[config.mk]
export PLATFORM = sky130hd
export DESIGN_NAME = cdb_arb
export DESIGN_NICKNAME = d
export VERILOG_FILES = /design/src/rtl/cdb_arb_pkg.sv /design/src/rtl/cdb_arb_rr_pick.sv /design/src/rtl/cdb_arb.sv
export SDC_FILE = /design/constraint.sdc
export NUM_CORES = 1
export LEC_CHECK = 0
export CORE_MARGIN = 5
export CORE_UTILIZATION = 39
export DETAILED_ROUTE_END_ITERATION = 12
export PLACE_DENSITY = 0.78
export SLEW_MARGIN = 0
export SYNTH_ARGS = -nofsm -noshare
export SYNTH_HDL_FRONTEND = slang
export SYNTH_HIERARCHICAL = 1
export SYNTH_SLANG_ARGS = --single-unit
[constraint.sdc]
create_clock -name clk -period 4.3 [get_ports clk]
set_clock_uncertainty 0.05 [all_clocks]
set_input_delay 0.86 -clock clk [delete_from_list [all_inputs] [get_ports clk]]
set_output_delay 0.86 -clock clk [all_outputs]
set_load 0.05 [all_outputs]
[src/rtl/cdb_arb_pkg.sv]
// Shared definitions for the common data bus arbiter: execution-unit indices
// and the broadcast packet layout.
package cdb_arb_pkg;

  localparam int N_EXU   = 4;
  localparam int EXU_ALU = 0;
  localparam int EXU_MDU = 1;
  localparam int EXU_LSU = 2;
  localparam int EXU_JMP = 3;

  localparam int CDB_TAG_W     = 5;
  localparam int CDB_ROB_PTR_W = 4;
  localparam int CDB_DATA_W    = 32;

  typedef struct packed {
    logic [CDB_TAG_W-1:0]     tag;
    logic [CDB_ROB_PTR_W-1:0] rob_id;
    logic [CDB_DATA_W-1:0]    data;
  } cdb_pkt_t;

endpackage

[src/rtl/cdb_arb_rr_pick.sv]
// Rotating-priority encoder: picks the first set request at or after the
// start pointer, wrapping modulo N. Purely combinational.
module cdb_arb_rr_pick #(
  parameter int N = 4
) (
  input  logic [N-1:0]         req,
  input  logic [$clog2(N)-1:0] ptr,
  output logic [N-1:0]         gnt,
  output logic                 any
);

  localparam int PW = $clog2(N);

  // Scan N positions starting at ptr; the first requester seen wins.
  always_comb begin : pick
    logic          found;
    logic [PW-1:0] idx;
    gnt   = '0;
    found = 1'b0;
    idx   = '0;
    for (int k = 0; k < N; k++) begin
      idx = PW'((int'(ptr) + k) % N);
      if (!found && req[idx]) begin
        gnt[idx] = 1'b1;
        found    = 1'b1;
      end
    end
    any = |req;
  end

endmodule

[src/rtl/cdb_arb.sv]
// Common data bus arbiter: grants one execution-unit result per cycle using
// round-robin with a starvation override, and registers it onto the bus.
module cdb_arb
  import cdb_arb_pkg::*;
#(
  parameter int N_REQ     = N_EXU,
  parameter int TAG_W     = CDB_TAG_W,
  parameter int ROB_PTR_W = CDB_ROB_PTR_W,
  parameter int MAX_WAIT  = 3
) (
  input  logic                       clk,
  input  logic                       rst,
  input  logic                       flush,
  input  logic [N_REQ-1:0]           req_valid,
  output logic [N_REQ-1:0]           req_ready,
  input  logic [N_REQ*TAG_W-1:0]     req_tag,
  input  logic [N_REQ*ROB_PTR_W-1:0] req_rob_id,
  input  logic [N_REQ*32-1:0]        req_data,
  output logic                       cdb_valid,
  output logic [TAG_W-1:0]           cdb_tag,
  output logic [ROB_PTR_W-1:0]       cdb_rob_id,
  output logic [31:0]                cdb_data,
  output logic [N_REQ-1:0]           cdb_src
);

  localparam int PTR_W  = $clog2(N_REQ);
  localparam int WAIT_W = $clog2(MAX_WAIT + 1);

  logic [PTR_W-1:0]             rr_ptr_q, rr_ptr_d;
  logic [N_REQ-1:0][WAIT_W-1:0] wait_q, wait_d;
  logic                         cdb_valid_q, cdb_valid_d;
  logic [N_REQ-1:0]             cdb_src_q, cdb_src_d;
  cdb_pkt_t                     cdb_pkt_q, cdb_pkt_d;

  logic [N_REQ-1:0] starved, st_gnt, rr_gnt, gnt;
  logic             st_any, rr_any;
  logic [PTR_W-1:0] win_idx;
  cdb_pkt_t         sel_pkt;

  // A requester is starved once it has been blocked MAX_WAIT cycles in a row.
  always_comb begin
    starved = '0;
    for (int i = 0; i < N_REQ; i++) begin
      starved[i] = req_valid[i] && (wait_q[i] == WAIT_W'(MAX_WAIT));
    end
  end

  // Starved search always starts at index 0 so the lowest starved unit wins.
  cdb_arb_rr_pick #(.N(N_REQ)) u_starve_pick (
    .req (starved),
    .ptr ('0),
    .gnt (st_gnt),
    .any (st_any)
  );

  cdb_arb_rr_pick #(.N(N_REQ)) u_rr_pick (
    .req (req_valid),
    .ptr (rr_ptr_q),
    .gnt (rr_gnt),
    .any (rr_any)
  );

  // Final grant: flush blocks everything, starvation overrides round-robin.
  always_comb begin
    gnt = '0;
    if (!flush) begin
      if (st_any)      gnt = st_gnt;
      else if (rr_any) gnt = rr_gnt;
    end
  end

  assign req_ready = gnt;

  // Encode the winner and select its payload from the packed request buses.
  always_comb begin
    win_idx = '0;
    sel_pkt = '0;
    for (int i = 0; i < N_REQ; i++) begin
      if (gnt[i]) begin
        win_idx        = PTR_W'(i);
        sel_pkt.tag    = req_tag[i*TAG_W +: TAG_W];
        sel_pkt.rob_id = req_rob_id[i*ROB_PTR_W +: ROB_PTR_W];
        sel_pkt.data   = req_data[i*32 +: 32];
      end
    end
  end

  // Next state: wait counters, round-robin pointer and the broadcast register.
  always_comb begin
    wait_d      = wait_q;
    rr_ptr_d    = rr_ptr_q;
    cdb_valid_d = |gnt;
    cdb_src_d   = gnt;
    cdb_pkt_d   = (|gnt) ? sel_pkt : cdb_pkt_q;
    for (int i = 0; i < N_REQ; i++) begin
      if (flush || !req_valid[i] || gnt[i]) begin
        wait_d[i] = '0;
      end else if (wait_q[i] != WAIT_W'(MAX_WAIT)) begin
        wait_d[i] = wait_q[i] + WAIT_W'(1);
      end
    end
    if (flush) begin
      rr_ptr_d = '0;
    end else if (|gnt) begin
      rr_ptr_d = PTR_W'((int'(win_idx) + 1) % N_REQ);
    end
  end

  // State registers; reset drops any pending broadcast immediately.
  always_ff @(posedge clk or posedge rst) begin
    if (rst) begin
      rr_ptr_q    <= '0;
      wait_q      <= '0;
      cdb_valid_q <= 1'b0;
      cdb_src_q   <= '0;
      cdb_pkt_q   <= '0;
    end else begin
      rr_ptr_q    <= rr_ptr_d;
      wait_q      <= wait_d;
      cdb_valid_q <= cdb_valid_d;
      cdb_src_q   <= cdb_src_d;
      cdb_pkt_q   <= cdb_pkt_d;
    end
  end

  assign cdb_valid  = cdb_valid_q;
  assign cdb_src    = cdb_src_q;
  assign cdb_tag    = cdb_pkt_q.tag;
  assign cdb_rob_id = cdb_pkt_q.rob_id;
  assign cdb_data   = cdb_pkt_q.data;

endmodule

**Yosys cells after proc, flatten, opt, wreduce, memory -nomap -nowiden**

Cells that the tools add are included.

- Equality and inequality tests: 8
- Bitwise operators: 3
- Reduce and logical (&&, ||, !) cells: 40
- $add $sub $neg: 8
- $lt $le $gt $ge: 8
- Muxes and demuxes: 50

Operators with widths:

| cell | count |
|---|---|
| $mux W41 | 4 |
| $mux W4 | 8 |
| $mux W2 | 13 |
| $mux W1 | 16 |
| $logic_and A1 B1 Y1 | 14 |
| $add A2 B1 Y2 const B | 6 |
| $lt A2 B3 Y1 const B | 4 |
| $or A4 B4 Y4 | 3 |
| $reduce_or A4 Y1 | 3 |
| $logic_not A1 Y1 | 10 |
| $reduce_bool A2 Y1 | 5 |
| $bmux W1 S2 | 4 |
| $demux W1 S2 | 4 |
| $eq A2 B2 Y1 const B | 4 |
| $ge A2 B1 Y1 const B | 4 |
| $logic_or A1 B1 Y1 | 8 |
| $ne A2 B2 Y1 const B | 4 |
| $add A2 B2 Y2 const B | 2 |
| $mux W3 | 1 |

- Output and inout port bits: 50
- Logic and storage cells: 127
- Flip-flop bits (word level): 56

**Longest topological paths before layout**

- Depth after elaboration: 21
- Mapped depth: 15
- Gate-level depth less buffers: 13

**Cells and area by module**

Netlist, hierarchy kept.

By module, submodules not included:

| module | times used | sequential area each (um2) | area each (um2) | cells each |
|---|---|---|---|---|
| cdb_arb | 1 | 1401.3 | 3229.3 | 328 |
| cdb_arb_rr_pick | 2 | 0.0 | 345.3 | 37 |

**Least setup slack after synthesis**

No wires, ideal clock.

- Path type: in2out
- Start point: in req_valid[3]
- End point: out req_ready[1]
- Buffers on the path: 2
- Path slack: 0.317 ns
- Arrival time: 3.073 ns
- Stages on the path: 9
- Data required time: 3.390 ns
- Path through: mux4_2 -> buf_6 -> nor4b_4 -> nand2_1 -> o211ai_1 -> and3b_1 -> o21ai_1 -> inv_2 -> clkbuf_1

- Word-level cells in the longest chain between the ends: 15
- Elaborated cells on any way between the ends: 30
- Those cells by class: 18 x mux; 3 x bitwise; 9 x reduce/logical

Ends and longest elaborated chain:

| element | line | text |
|---|---|---|
| start: declaration | cdb_arb.sv:14 | `input logic [N_REQ-1:0] req_valid,` |
| $bmux W1 S2 | cdb_arb_rr_pick.sv:23 | `if (!found && req[idx]) begin` |
| $mux W1 (implied by the code) | cdb_arb_rr_pick.sv:23 |  |
| $mux W1 | cdb_arb_rr_pick.sv:23 |  |
| $logic_not A1 Y1 | cdb_arb_rr_pick.sv:23 |  |
| $logic_and A1 B1 Y1 | cdb_arb_rr_pick.sv:23 |  |
| $mux W1 | cdb_arb_rr_pick.sv:23 |  |
| $logic_not A1 Y1 | cdb_arb_rr_pick.sv:23 |  |
| $logic_and A1 B1 Y1 | cdb_arb_rr_pick.sv:23 |  |
| $mux W1 | cdb_arb_rr_pick.sv:23 |  |
| $logic_not A1 Y1 | cdb_arb_rr_pick.sv:23 |  |
| $logic_and A1 B1 Y1 | cdb_arb_rr_pick.sv:23 |  |
| $mux W4 * | cdb_arb_rr_pick.sv:23 |  |
| via rr_gnt[1] | cdb_arb.sv:35 | `logic [N_REQ-1:0] starved, st_gnt, rr_gnt, gnt;` |
| $mux W4 * | cdb_arb.sv:68 | `else if (rr_any) gnt = rr_gnt;` |
| $mux W4 * | cdb_arb.sv:67 | `if (st_any) gnt = st_gnt;` |
| $mux W4 * | cdb_arb.sv:66 | `if (!flush) begin` |
| end: declaration | cdb_arb.sv:15 | `output logic [N_REQ-1:0] req_ready,` |

Mark *: on every way through the listed nets, which the timed path passes. The rest lies on a longest branch. The select of a mux whose other input is x is not followed.

**Final worst setup path**

- Start point: in req_valid[0]
- End point: out req_ready[0]

The elaborated chain is that of the path after synthesis.

==> out/metrics.yaml <==
status: "finished clean"
finalHoldViolCount: 0
rsz0062_at_grt: "false"
r2r_end: "cdb_data[30]$_DFFE_PP0P_"
reg2reg_slack_ps: 650
syn_inst: 402
wl_met2_mm: 7.559
seq_power_share: 0.207
power_frac_comb: 0.725
period_needed_ps: 4170
cp_slowest_stage_delay_ps: 580
area_growth_pct: 65.53
hold_path.class: "reg -> reg"
grt_pass1_wl_mm: 22.67
worstHoldEndpoint: "cdb_data[14]$_DFFE_PP0P_"
required_ps: 3390
core_area_um2: 9774
cts_tree: "done"
rr_startpoint: "rr_ptr_q[0]$_DFFE_PP0P_"
drc: 0
start_util: 0.4010
yosys_most_used_dff: "dfrtp_1"
drive_above_1_share: 0.1242
reg2reg_depth: 11
power_density_nw_per_um2: 677.6
vias: 4287
antenna_found_initial: 0
worst_pin_slew_ps: 919.0
min_path_cells: 2
nNetsFinal: 822
die_area_um2: 12160
seq_area_frac_synth: 0.3575
drtPass1Iterations: 4
grt_max_degree: 36
p_leak_nw: 2.570
criticalPathCategory: "in -> out"
cts_buffers: 5
grt_use_total: 0.2405
fin_util: 0.6639
synth_edf_count: 0
maxSlewViolCount: 0
grt_pass1_vias: 4440
crit_path_cell_trace: "clkdlybuf4s50_1, buf_4, mux4_2, nor4b_4, nand2_1, o211ai_1, nand4bb_1, and2_1, inv_1, buf_12"
num_antenna_cells: 0
switching_power_w: 0.002292
ys_ff_latch: 56
peakVddDrop_uv: 293.1
arrival_ps: 3260
max_freq_mhz: 239.8
finalSetupViolCount: 0
cp_max_fo: 10
viasPerCell: 5.575
ctsHtreeMaxLevel: 2
globalRoute.totalOverflow: 0
p_clk_frac: 0.068
io_buffers: 220
end_kind: "output pin"
clk_path_buf_depth: 2
min-delay-start: "cdb_data[14]$_DFFE_PP0P_"
root_buffer: "clkbuf_8"
top_layer_used: "met4"
crit_path_start_kind: "input pin"
drt_iter0_markers: 277
async_flop_share: 1.000
die_w_um: 110.3
power_w: 0.004397
yosys_warnings: 6
cap_violations: 0
intPower_w: 0.002104
netlist_area_um2: 3920
sw_frac_of_total: 0.5213
rows: 36
drtAntennaViolNets: 0
die_h_um: 110.3
clkTransAtPathRegs_ps: 110
wl_met3_mm: 1.563
fin_tns_setup_ps: 0
wl_met1_mm: 5.280
slew_headroom: 0.3867
drt_wl_total_mm: 14.86
clk_latency_ps: 310
ys_types: 46
clkSinkCount: 56
dp_hpwl_mm: 11.84
crit_path_top_delay_cell: "mux4_2"
pin_count: 221
routedWlPerCell_um: 19.32
syn-mean-instance-area_um2: 9.751
routabilityCongestion: 0.9031
period_share: 0.9697
## final cells by class
| class | count | area (um2) |
|---|---|---|
| fill | 817 | 3286 |
| timing repair buffer | 241 | 2415 |
| multi-input combinational | 311 | 2338 |
| sequential | 56 | 1401 |
| tap | 133 | 166.4 |
| inverter | 20 | 77.57 |
| clock buffer | 5 | 68.82 |
| clock inverter | 3 | 21.27 |
## how the worst max path moves through the flow
stage | to | start | cells past startpoint
3_3_place_gp | req_ready[3] | req_valid[1] | 10
5_1_grt | req_ready[0] | req_valid[0] | 10
6_report | req_ready[0] | req_valid[0] | 10
3_5_place_dp | cdb_data[30]$_DFFE_PP0P_ | req_valid[0] | 11
4_1_cts | req_ready[3] | req_valid[1] | 10
2_1_floorplan | req_ready[1] | req_valid[3] | 9
## metal layers
layer  track usage  vias to the layer above
met3       0.07280                       37
met2        0.4385                      233
li1              -                     2002
met1        0.2686                     2015
met4       0.07212                        0
met5             0                        -
## worst max-delay path, delay by kind of cell
family          cells  cell delay, ps
buf+inv             4             880
simple gates        4             820
mux                 1             580
compound gates      1              90
## stage by stage
step / setup slack (ps) / instances / hold slack (ps) / area, um2
5_1_grt: 1.372 / 769 / 503.1 / 6489
3_3_place_gp: 140.4 / 760 / 449.2 / 6390
6_report: 130.2 / 769 / 477.0 / 6489
3_5_place_dp: 21.70 / 760 / 454.9 / 6390
4_1_cts: 33.18 / 768 / 479.7 / 6480
2_1_floorplan: 316.6 / 416 / 443.4 / 3973
## what timing repair did
| item | 4_1_cts | 5_1_grt |
|---|---|---|
| hold buffers | 0 | 0 |
| setup buffers | 0 | 1 |
| endpoints found under the hold margin | 0 | 0 |
| endpoints found under the setup margin | 0 | 3 |
| gates resized for setup | 0 | 5 |
## Yosys cell counts (2+ instances only)
cell type | count | area share
a21oi_2 | 10 | 0.022
inv_1 | 16 | 0.015
or4_1 | 2 | 0.0038
inv_2 | 4 | 0.0038
xor2_1 | 3 | 0.0067
and3b_1 | 2 | 0.0045
a32oi_1 | 24 | 0.054
o22ai_1 | 24 | 0.038
a21o_2 | 8 | 0.018
a211oi_1 | 24 | 0.046
a21oi_1 | 17 | 0.022
a22o_1 | 17 | 0.038
dfrtp_1 | 56 | 0.36
ha_1 | 16 | 0.051
nor2_1 | 48 | 0.046
buf_6 | 3 | 0.0086
nor4b_4 | 2 | 0.012
o211ai_1 | 9 | 0.017
mux2i_1 | 4 | 0.010
nand2_1 | 34 | 0.033
nand3b_1 | 3 | 0.0057
buf_2 | 9 | 0.011
a221oi_2 | 8 | 0.031
a221oi_1 | 9 | 0.020
a211oi_2 | 2 | 0.0064
mux4_1 | 4 | 0.027
clkbuf_1 | 13 | 0.012
nor4b_1 | 3 | 0.0067
and2_1 | 7 | 0.011
mux4_2 | 4 | 0.023
buf_4 | 2 | 0.0038
## registers in the layout (all words and copies together), names as in the netlist
register    cells
cdb_src         4
wait_q          8
cdb_rob_id      4
cdb_data       32
rr_ptr_q        2
cdb_valid       1
cdb_tag         5
## placed cells by master (no fill, tap or decap), types with 9 or more instances in the layout
cell type / synthesis / layout
clkdlybuf4s50_1: 0 / 215
dfrtp_1: 56 / 56
nor2_1: 48 / 48
nand2_1: 34 / 34
a32oi_1: 24 / 24
o22ai_1: 24 / 24
a211oi_1: 24 / 24
buf_4: 2 / 20
a22o_1: 17 / 17
a21oi_1: 17 / 17
ha_1: 16 / 16
inv_1: 16 / 15
conb_1: 1 / 15
a21oi_2: 10 / 10
o211ai_1: 9 / 9
a221oi_1: 9 / 9
## power by group through the flow
stage                     Combinational [W]  Sequential (W)  Clock, W
after floorplan                     0.00134         0.00166         0
after global placement              0.00312        0.000907         0
after detailed placement            0.00318        0.000921         0
after CTS                           0.00319        0.000910  0.000314
after global routing                0.00338        0.000941  0.000337
final                               0.00319        0.000909  0.000301
## cell families (layout without fill, tap and decap cells)
| family | count (synthesis) | in the layout | share of synthesized area |
|---|---|---|---|
| buf+inv | 49 | 269 | 0.06032 |
| xor+xnor | 4 | 4 | 0.008939 |
| compound gates | 156 | 156 | 0.3208 |
| flops | 56 | 56 | 0.3575 |
| fa+ha+maj | 16 | 16 | 0.05107 |
| other cells | 1 | 15 | 0.0009566 |
| simple gates | 108 | 108 | 0.1404 |
| mux | 12 | 12 | 0.06001 |
No activity file was read; power rests on OpenSTA's default activity.
